File: src/rtl/deserializer_align_if.sv
// Serial receive bundle between the serdes bit stream and the byte aligner.
// The slave side is the aligner; the master side feeds bits and observes bytes.
interface deserializer_align_if;
    logic       enb;
    logic       serial_in;
    logic [7:0] data_out;
    logic       valid_out;
    logic       active;

    modport slave (
        input  enb,
        input  serial_in,
        output data_out,
        output valid_out,
        output active
    );

    modport master (
        output enb,
        output serial_in,
        input  data_out,
        input  valid_out,
        input  active
    );
endinterface

File: src/rtl/deserializer_align.sv
// Serial-to-parallel byte aligner: hunts for SYNC_BYTE, locks after SYNC_COUNT aligned syncs.
// Build option DESER_PASS_SYNC_EN: deliver sync bytes seen while locked as ordinary data.
//
// state  | meaning
// SEARCH | sliding bit-by-bit compare for the sync byte
// LOCK   | byte-aligned, counting consecutive sync bytes
// ACTIVE | locked; non-sync bytes are delivered with valid_out
module deserializer_align #(
    parameter logic [7:0]  SYNC_BYTE  = 8'hBC,
    parameter int unsigned SYNC_COUNT = 4
) (
    input  logic clk,
    input  logic reset,
    deserializer_align_if.slave bus
);
    localparam logic [3:0] SYNC_TARGET = 4'(SYNC_COUNT);

    typedef enum logic [1:0] {SEARCH, LOCK, ACTIVE} state_t;

    state_t     state, state_nx;
    // Only the last seven bits are kept; the live bit completes the 8-bit window.
    logic [6:0] hist, hist_nx;
    logic [2:0] bit_cnt, bit_cnt_nx;
    logic [3:0] sync_cnt, sync_cnt_nx;
    logic [7:0] data_r, data_nx;
    logic       valid_r, valid_nx;
    logic [7:0] window;
    logic       sync_hit;
    logic       boundary;

    assign window   = {hist, bus.serial_in};
    assign sync_hit = (window == SYNC_BYTE);
    assign boundary = (bit_cnt == 3'd7);

    always_ff @(posedge clk) begin
        if (reset) begin
            state    <= SEARCH;
            hist     <= '0;
            bit_cnt  <= '0;
            sync_cnt <= '0;
            data_r   <= '0;
            valid_r  <= 1'b0;
        end else begin
            state    <= state_nx;
            hist     <= hist_nx;
            bit_cnt  <= bit_cnt_nx;
            sync_cnt <= sync_cnt_nx;
            data_r   <= data_nx;
            valid_r  <= valid_nx;
        end
    end

    always_comb begin
        state_nx    = state;
        hist_nx     = hist;
        bit_cnt_nx  = bit_cnt;
        sync_cnt_nx = sync_cnt;
        data_nx     = data_r;
        valid_nx    = 1'b0;
        if (bus.enb) begin
            hist_nx    = window[6:0];
            bit_cnt_nx = bit_cnt + 3'd1;
            case (state)
                SEARCH: begin
                    if (sync_hit) begin
                        bit_cnt_nx  = 3'd0;
                        sync_cnt_nx = 4'd1;
                        state_nx    = (SYNC_COUNT == 1) ? ACTIVE : LOCK;
                    end
                end
                LOCK: begin
                    if (boundary) begin
                        if (sync_hit) begin
                            sync_cnt_nx = sync_cnt + 4'd1;
                            if (sync_cnt + 4'd1 == SYNC_TARGET)
                                state_nx = ACTIVE;
                        end else begin
                            sync_cnt_nx = 4'd0;
                            state_nx    = SEARCH;
                        end
                    end
                end
                ACTIVE: begin
                    if (boundary) begin
`ifdef DESER_PASS_SYNC_EN
                        data_nx  = window;
                        valid_nx = 1'b1;
`else
                        if (!sync_hit) begin
                            data_nx  = window;
                            valid_nx = 1'b1;
                        end
`endif
                    end
                end
                default: state_nx = SEARCH;
            endcase
        end
    end

    assign bus.data_out  = data_r;
    assign bus.valid_out = valid_r;
    assign bus.active    = (state == ACTIVE);
endmodule

File: src/flat_wrapper.sv
// flat-port wrapper written by rule: the top's interface ports become plain ports
module deserializer_align_flat 
#(
    parameter logic [7:0]  SYNC_BYTE  = 8'hBC,
    parameter int unsigned SYNC_COUNT = 4
)
  (clk, reset, bus_enb, bus_serial_in, bus_data_out, bus_valid_out, bus_active);
  deserializer_align_if bus_i ();
  input  logic clk;
  input  logic reset;
  input wire logic [$bits(bus_i.enb)-1:0] bus_enb;
  input wire logic [$bits(bus_i.serial_in)-1:0] bus_serial_in;
  output wire logic [$bits(bus_i.data_out)-1:0] bus_data_out;
  output wire logic [$bits(bus_i.valid_out)-1:0] bus_valid_out;
  output wire logic [$bits(bus_i.active)-1:0] bus_active;
  assign bus_i.enb = bus_enb;
  assign bus_i.serial_in = bus_serial_in;
  assign bus_data_out = bus_i.data_out;
  assign bus_valid_out = bus_i.valid_out;
  assign bus_active = bus_i.active;
  deserializer_align #(.SYNC_BYTE(SYNC_BYTE), .SYNC_COUNT(SYNC_COUNT)) u_core (.clk(clk), .reset(reset), .bus(bus_i));
endmodule
File: config.mk
export PLATFORM = sky130hd
export DESIGN_NAME = deserializer_align_flat
export DESIGN_NICKNAME = d
export VERILOG_FILES = /design/src/rtl/deserializer_align_if.sv /design/src/rtl/deserializer_align.sv /design/src/flat_wrapper.sv
export SDC_FILE = /design/constraint.sdc
export NUM_CORES = 1
export LEC_CHECK = 0
export ABC_AREA = 1
export CORE_UTILIZATION = 45
export CTS_CLUSTER_DIAMETER = 60
export DETAILED_ROUTE_END_ITERATION = 8
export PLACE_DENSITY = 0.67
export SLEW_MARGIN = 20
export SYNTH_ARGS = -nofsm -noshare
export SYNTH_HDL_FRONTEND = slang
export SYNTH_SLANG_ARGS = --single-unit
File: constraint.sdc
create_clock -name clk -period 4 [get_ports clk]
set_input_delay 0.6 -clock clk [delete_from_list [all_inputs] [get_ports clk]]
set_output_delay 0.6 -clock clk [all_outputs]
set_load 0.01 [all_outputs]
==> reports/metrics.yaml, run 1 <==
run_status:
  outcome: "finished, final reports clean"
run:
  maxCapViolCount: 0
timing:
  fmax_mhz: 478
  fin_crit_sh_pct: 52.3
  clock-skew-final_ns: 0.00599
  finalCriticalPeriod_ns: 2.09
  rsz0062_at_grt: "false"
  max_slew_margin_pct: 67.4
  setup_ws_ns: 1.91
  final-setup-viol-count: 0
  worstMarginPinSlew_ns: 0.487
  setup_tns_ns: 0
  final_max_slew_viol_count: 0
  hold_viol: 0
grt:
  grt_max_degree: 16
  grt_usage_pct: 17.8
  antenna_found_initial: 0
  grt_pass1_wl_um: 3580
  overflow: 0
  grt_pass1_vias: 822
critical_path:
  required_ns: 3.40
  critPathArrivalTime_ns: 1.49
  cp-start-kind: "register"
  end_kind: "primary output"
  crit_path_max_fanout: 5
  path_class: "register to primary output"
  r2r_end: "u_core.sync_cnt[2]$_SDFFE_PP0P_"
  r2r_start: "u_core.bit_cnt[0]$_SDFFE_PP0P_"
  reg2regPathDepth: 11
  r2r_slack_ns: 2.45
synth:
  yosysUniqueCellTypes: 21
  ys_ff_latch: 25
  synth.cell_area_um2: 1130
  syn-num-nets: 163
  ys_warn_count: 0
  synth_flop_cell: "dfxtp_1"
  async_reset_ff_share_pct: 0
  yosysSeqAreaShare_pct: 44.1
  syn_inst: 155
  syn_area_per_cell_um2: 7.32
  synth_edf_count: 0
clocking:
  cts_buffer_depth: 2
  clkSlewWorstSetupHoldPaths_ns: 0.13
  clock_sinks: 25
  cts-root-buf: "clkbuf_4"
  cts_buffers: 3
  clock_latency_ns: 0.32
  htree_levels: 1
  cts_tree: "done"
  post_cts_resized: 0
  post_cts_buffers: 0
  ctsHoldBuffers: 0
power:
  power.leakage_nw: 0.506
  peakVddDrop_v: 0.000268
  p_per_area_nw_per_um2: 306
placed_design:
  place.gp.congestion: 0.794
  hpwl_um: 1540
  place_ws_ns: 1.64
  portBuffers: 13
die:
  start_util_pct: 49.4
  dieArea_um2: 2730
  core_area_um2: 2300
  die_y_um: 52.2
  die_w_um: 52.2
  ios: 14
  num_rows: 17
layout:
  syn_to_final_growth_pct: 14.1
  fillCellCount: 225
  nets: 177
  n_antenna_cell: 0
  drive_gt1_share_pct: 6.55
drt:
  drt-initial-drc-count: 19
  num_vias: 973
  vias_per_cell: 4.96
  drtAntennaViolNets: 0
  wl_um: 2120
  first_pass_iters: 5
  wire_per_inst_um: 10.8
  drc: 0
hold_path:
  min-delay-path-class: "register to register"
  hold_depth: 2
  holdCritStartpoint: "u_core.bus.data_out[0]$_SDFFE_PP0P_"
  whs_endpoint: "u_core.bus.data_out[0]$_SDFFE_PP0P_"
flip-flops by register name, summed over array words and instances, names as in the netlist:
register,cells
u_core.hist,7
u_core.bit_cnt,3
u_core.state,2
u_core.bus.valid_out,1
u_core.bus.data_out,8
u_core.sync_cnt,4
placed cells by master, fill, tap and decap left out:
cell,instances
nand3_1,11
xnor2_1,1
o21ai_1,4
inv_1,14
o31ai_1,1
dfxtp_1,25
nor3_4,1
nand2_2,1
clkdlybuf4s50_1,13
clkbuf_1,1
o21ai_0,7
nor2_4,1
nand2_1,34
nand2_4,1
clkbuf_4,3
ha_1,4
a21oi_1,18
o21a_1,1
nand4_1,1
nor2_1,22
inv_2,4
report_power, final:
group	internal [mW]	leakage (nW)	switching, mW
sequential	0.255	0.203	0.00528
combinational	0.00877	0.287	0.0144
clock	0.0390	0.0150	0.0734
per-stage QoR:
stage	std cells	cell area (um^2)	total power, mW	hold slack, ns	util [%]
after detailed placement	192	1270	0.289	0.456	55.2
final	196	1290	0.396	0.469	56.4
after global routing	196	1290	0.411	0.493	56.4
after CTS	196	1290	0.399	0.475	56.4
after floorplan	155	1130	0.281	0.449	-
after global placement	192	1270	0.288	0.451	55.2
synthesized netlist by cell type, drive strengths merged (2+ instances only):
master / n / area, um^2
nand3: 11 / 55.1
nand2: 36 / 145
ha: 4 / 50.1
o21ai: 11 / 55.1
nor2: 23 / 93.8
inv: 18 / 67.6
dfxtp: 25 / 500
clkbuf: 2 / 7.51
a21oi: 18 / 90.1
layer usage:
layer  wire (um)  part of all wire, %  track usage (%)  up-vias
li1            -                    -                -      523
met4          36                  1.7             5.26        0
met1        1090                   51             24.0      422
met5           0                    0                0        -
met3          88                  4.2             5.22        8
met2         905                   43             27.6       20
final cells by class:
type / count / area [um^2] / share of cell area (%)
well taps: 28 / 35.0 / 2.71
repair buffers: 13 / 130 / 10.0
inverters: 18 / 67.6 / 5.22
multi-input cells: 108 / 536 / 41.4
clock buffers: 4 / 26.3 / 2.03
flip-flops and latches: 25 / 500 / 38.6
how the worst max path moves through the flow:
stage	start	end	slack (ns)	cells after the start
after floorplan	bus_serial_in	u_core.state[0]$_SDFFE_PP0P_	2.58	8
after global placement	bus_enb	u_core.bus.data_out[4]$_SDFFE_PP0P_	1.68	6
after detailed placement	bus_enb	u_core.bus.data_out[7]$_SDFFE_PP0P_	1.64	6
after CTS	u_core.state[1]$_SDFFE_PP0P_	bus_active	1.91	3
after global routing	bus_enb	u_core.bus.data_out[6]$_SDFFE_PP0P_	1.82	6
final	u_core.state[1]$_SDFFE_PP0P_	bus_active	1.91	3
kinds of logic after synthesis:
| kind of cell | synth area share, % |
|---|---|
| flops | 44.1 |
| buf+inv | 8.71 |
| compound gates | 14.1 |
| xor+xnor | 0.772 |
| fa+ha+maj | 4.41 |
| simple gates | 27.9 |
worst max-delay path: stages, from the launching register on:
cell and delay [ns]:
dfxtp_1 0.44, inv_2 0.09, nor2_4 0.11, clkdlybuf4s50_1 0.54
Note: power is estimated with default switching activity, not from simulation.
==> run 2: changes to the inputs <==
PLACE_DENSITY = 0.69   (was 0.67)
clock period = 1.82 ns   (was 4 ns; I/O delays follow)
==> reports/metrics.yaml, run 2 (synthesis gave the netlist of run 1 again) <==
run_status:
  outcome: "finished, final reports clean"
clocking:
  cts_buffer_depth: 2  # unchanged
  cts_buffers: 3  # unchanged
  clkSlewWorstSetupHoldPaths_ns: 0.14  # about the same
  ctsHoldBuffers: 0  # unchanged
  htree_levels: 1  # unchanged
  cts-root-buf: "clkbuf_4"
  clock_latency_ns: 0.32  # about the same
  cts_tree: "done"
  clock_sinks: 25  # unchanged
power:
  power.leakage_nw: 0.519  # +2.6%
  switching_share_pct: 23.9  # +0.42 points
  internal_power_mw: 0.667  # +120%
  p_switching_mw: 0.210  # +130%
  p_per_area_nw_per_um2: 663  # +120%
  p_comb_share_pct: 6.1  # +0.3 points
  power_frac_clock_pct: 28.6  # +0.2 points
  pwr-share-seq_pct: 65.3  # -0.5 points
  peakVddDrop_v: 0.000421  # +57%
critical_path:
  cp-start-kind: "register"
  slowest_delay_ns: 0.54  # about the same
  end_kind: "primary output"
  crit_family: "buffers and inverters"
  path_class: "register to primary output"
  crit_path_max_fanout: 5  # unchanged
  crit_chain: "inv_2 > nor2_4 > clkdlybuf4s50_1"
  critPathArrivalTime_ns: 1.40  # -0.09 ns
  required_ns: 1.55  # -1.85 ns
  slowest_stage: "clkdlybuf4s50_1"
  crit_buf_inv: 2  # unchanged
layout:
  n_antenna_cell: 0  # unchanged
  multi_input_area_um2: 536  # unchanged
  fin_area_um2: 1320  # +2.1%
  fillCellCount: 234  # +4.0%
  mostFrequentLayoutCells: "nand2_1, dfxtp_1, nor2_1, a21oi_1, inv_1"
  ff_latch_area_um2: 502  # +0.25%
  syn_to_final_growth_pct: 16.5
  largest_reg_flops: 8  # unchanged
  nets: 180  # +1.7%
  drive_gt1_share_pct: 9.36  # +2.8 points
  final_common_cell: "nand2_1"
die:
  start_util_pct: 49.4  # unchanged
  core_area_um2: 2300  # unchanged
  die_y_um: 52.2  # unchanged
  die_w_um: 52.2  # unchanged
  dieArea_um2: 2730  # unchanged
  num_rows: 17  # unchanged
  ios: 14  # unchanged
timing:
  hold_slack_ns: 0.472  # +0.00324 ns
  hold_viol: 0  # unchanged
  clock-skew-final_ns: 0.00835  # +0.00236 ns
  max_slew_margin_pct: 75.8  # +8.3 points
  final-setup-viol-count: 0  # unchanged
  final_max_slew_viol_count: 0  # unchanged
  fmax_mhz: 597
  fin_crit_sh_pct: 92.1
  worstMarginPinSlew_ns: 0.362  # -0.125 ns
  rsz0062_at_grt: "false"
  finalCriticalPeriod_ns: 1.68
  setup_tns_ns: 0  # unchanged
drt:
  drt-initial-drc-count: 10  # -9
  wl_um: 2140  # +0.95%
  first_pass_iters: 4  # -1
  drc: 0  # unchanged
  wire_per_inst_um: 10.7  # -0.58%
  num_vias: 991  # +1.8%
  vias_per_cell: 4.98  # +0.31%
  drtAntennaViolNets: 0  # unchanged
placed_design:
  place.gp.congestion: 0.823  # +3.6%
  hpwl_um: 1630  # +5.8%
  placed_cell_area_um2: 1290  # +1.8%
  portBuffers: 13  # unchanged
run:
  maxCapViolCount: 0  # unchanged
grt:
  grt_pass1_vias: 884  # +7.5%
  grt_usage_pct: 18.6  # +0.74 points
  grt_max_degree: 16  # unchanged
  overflow: 0  # unchanged
  antenna_found_initial: 0  # unchanged
  grt_pass1_wl_um: 3740  # +4.4%
hold_path:
  min-delay-path-class: "register to register"
-- run 2: final timing paths --
kind / from / endpoint / slack, ns / cells after the start
setup reg to reg: u_core.bit_cnt[0]$_SDFFE_PP0P_ / u_core.sync_cnt[2]$_SDFFE_PP0P_ / 0.26 / 11
hold / removal: u_core.bus.data_out[2]$_SDFFE_PP0P_ / u_core.bus.data_out[2]$_SDFFE_PP0P_ / 0.47 / 2
hold reg to reg: u_core.bus.data_out[2]$_SDFFE_PP0P_ / u_core.bus.data_out[2]$_SDFFE_PP0P_ / 0.47 / 2
setup / recovery: u_core.state[1]$_SDFFE_PP0P_ / bus_active / 0.14 / 3
-- run 2: worst register-to-register path, cell delays in order, from the launching register on --
cell and delay [ns]:
dfxtp_1 0.35, ha_1 0.20, ha_1 0.19, inv_1 0.13
nand3_1 0.12, nand2_1 0.10, nor2_1 0.04, nand2_1 0.09
inv_2 0.07, o21ai_1 0.07, nand2_1 0.06, nor2_1 0.09
-- run 2: stage by stage --
step / std cells / power (mW) / setup slack, ns / utilization, %
floorplan: 155 / 0.618 / 0.440 / -
global placement: 195 / 0.637 / 0.187 / 56.2
detailed placement: 195 / 0.639 / 0.143 / 56.2
CTS: 199 / 0.890 / 0.0736 / 57.5
global route: 199 / 0.921 / 0.0662 / 57.6
finish: 199 / 0.877 / 0.144 / 57.6
-- run 2: final cells by class --
cell class	count	area share, %
multi-input combinational	108	40.5
sequential	25	37.9
timing repair buffer	16	11.5
inverter	18	5.11
tap	28	2.65
clock buffer	3	1.70
clock inverter	1	0.568
-- run 2: routing by layer --
layer / GRT usage [%] / up-vias / wire (um) / part of all wire [%]
li1: - / 531 / - / -
met5: 0 / - / 0 / 0
met2: 28.8 / 13 / 968 / 45
met4: 7.89 / 0 / 31 / 1.5
met3: 2.61 / 4 / 52 / 2.4
met1: 25.6 / 443 / 1080 / 51
-- run 2: power groups by stage --
stage | clock [mW] | sequential [mW] | combinational (mW)
floorplan | 0 | 0.581 | 0.0369
global route | 0.285 | 0.575 | 0.0623
detailed placement | 0 | 0.585 | 0.0545
global placement | 0 | 0.584 | 0.0530
finish | 0.251 | 0.572 | 0.0535
CTS | 0.263 | 0.573 | 0.0546
-- run 2: repair_timing --
action                                  CTS  global route
resized for setup                         0             1
endpoints found under the setup margin    0             1
buffers inserted                          0             0
hold endpoints to repair                  0             0
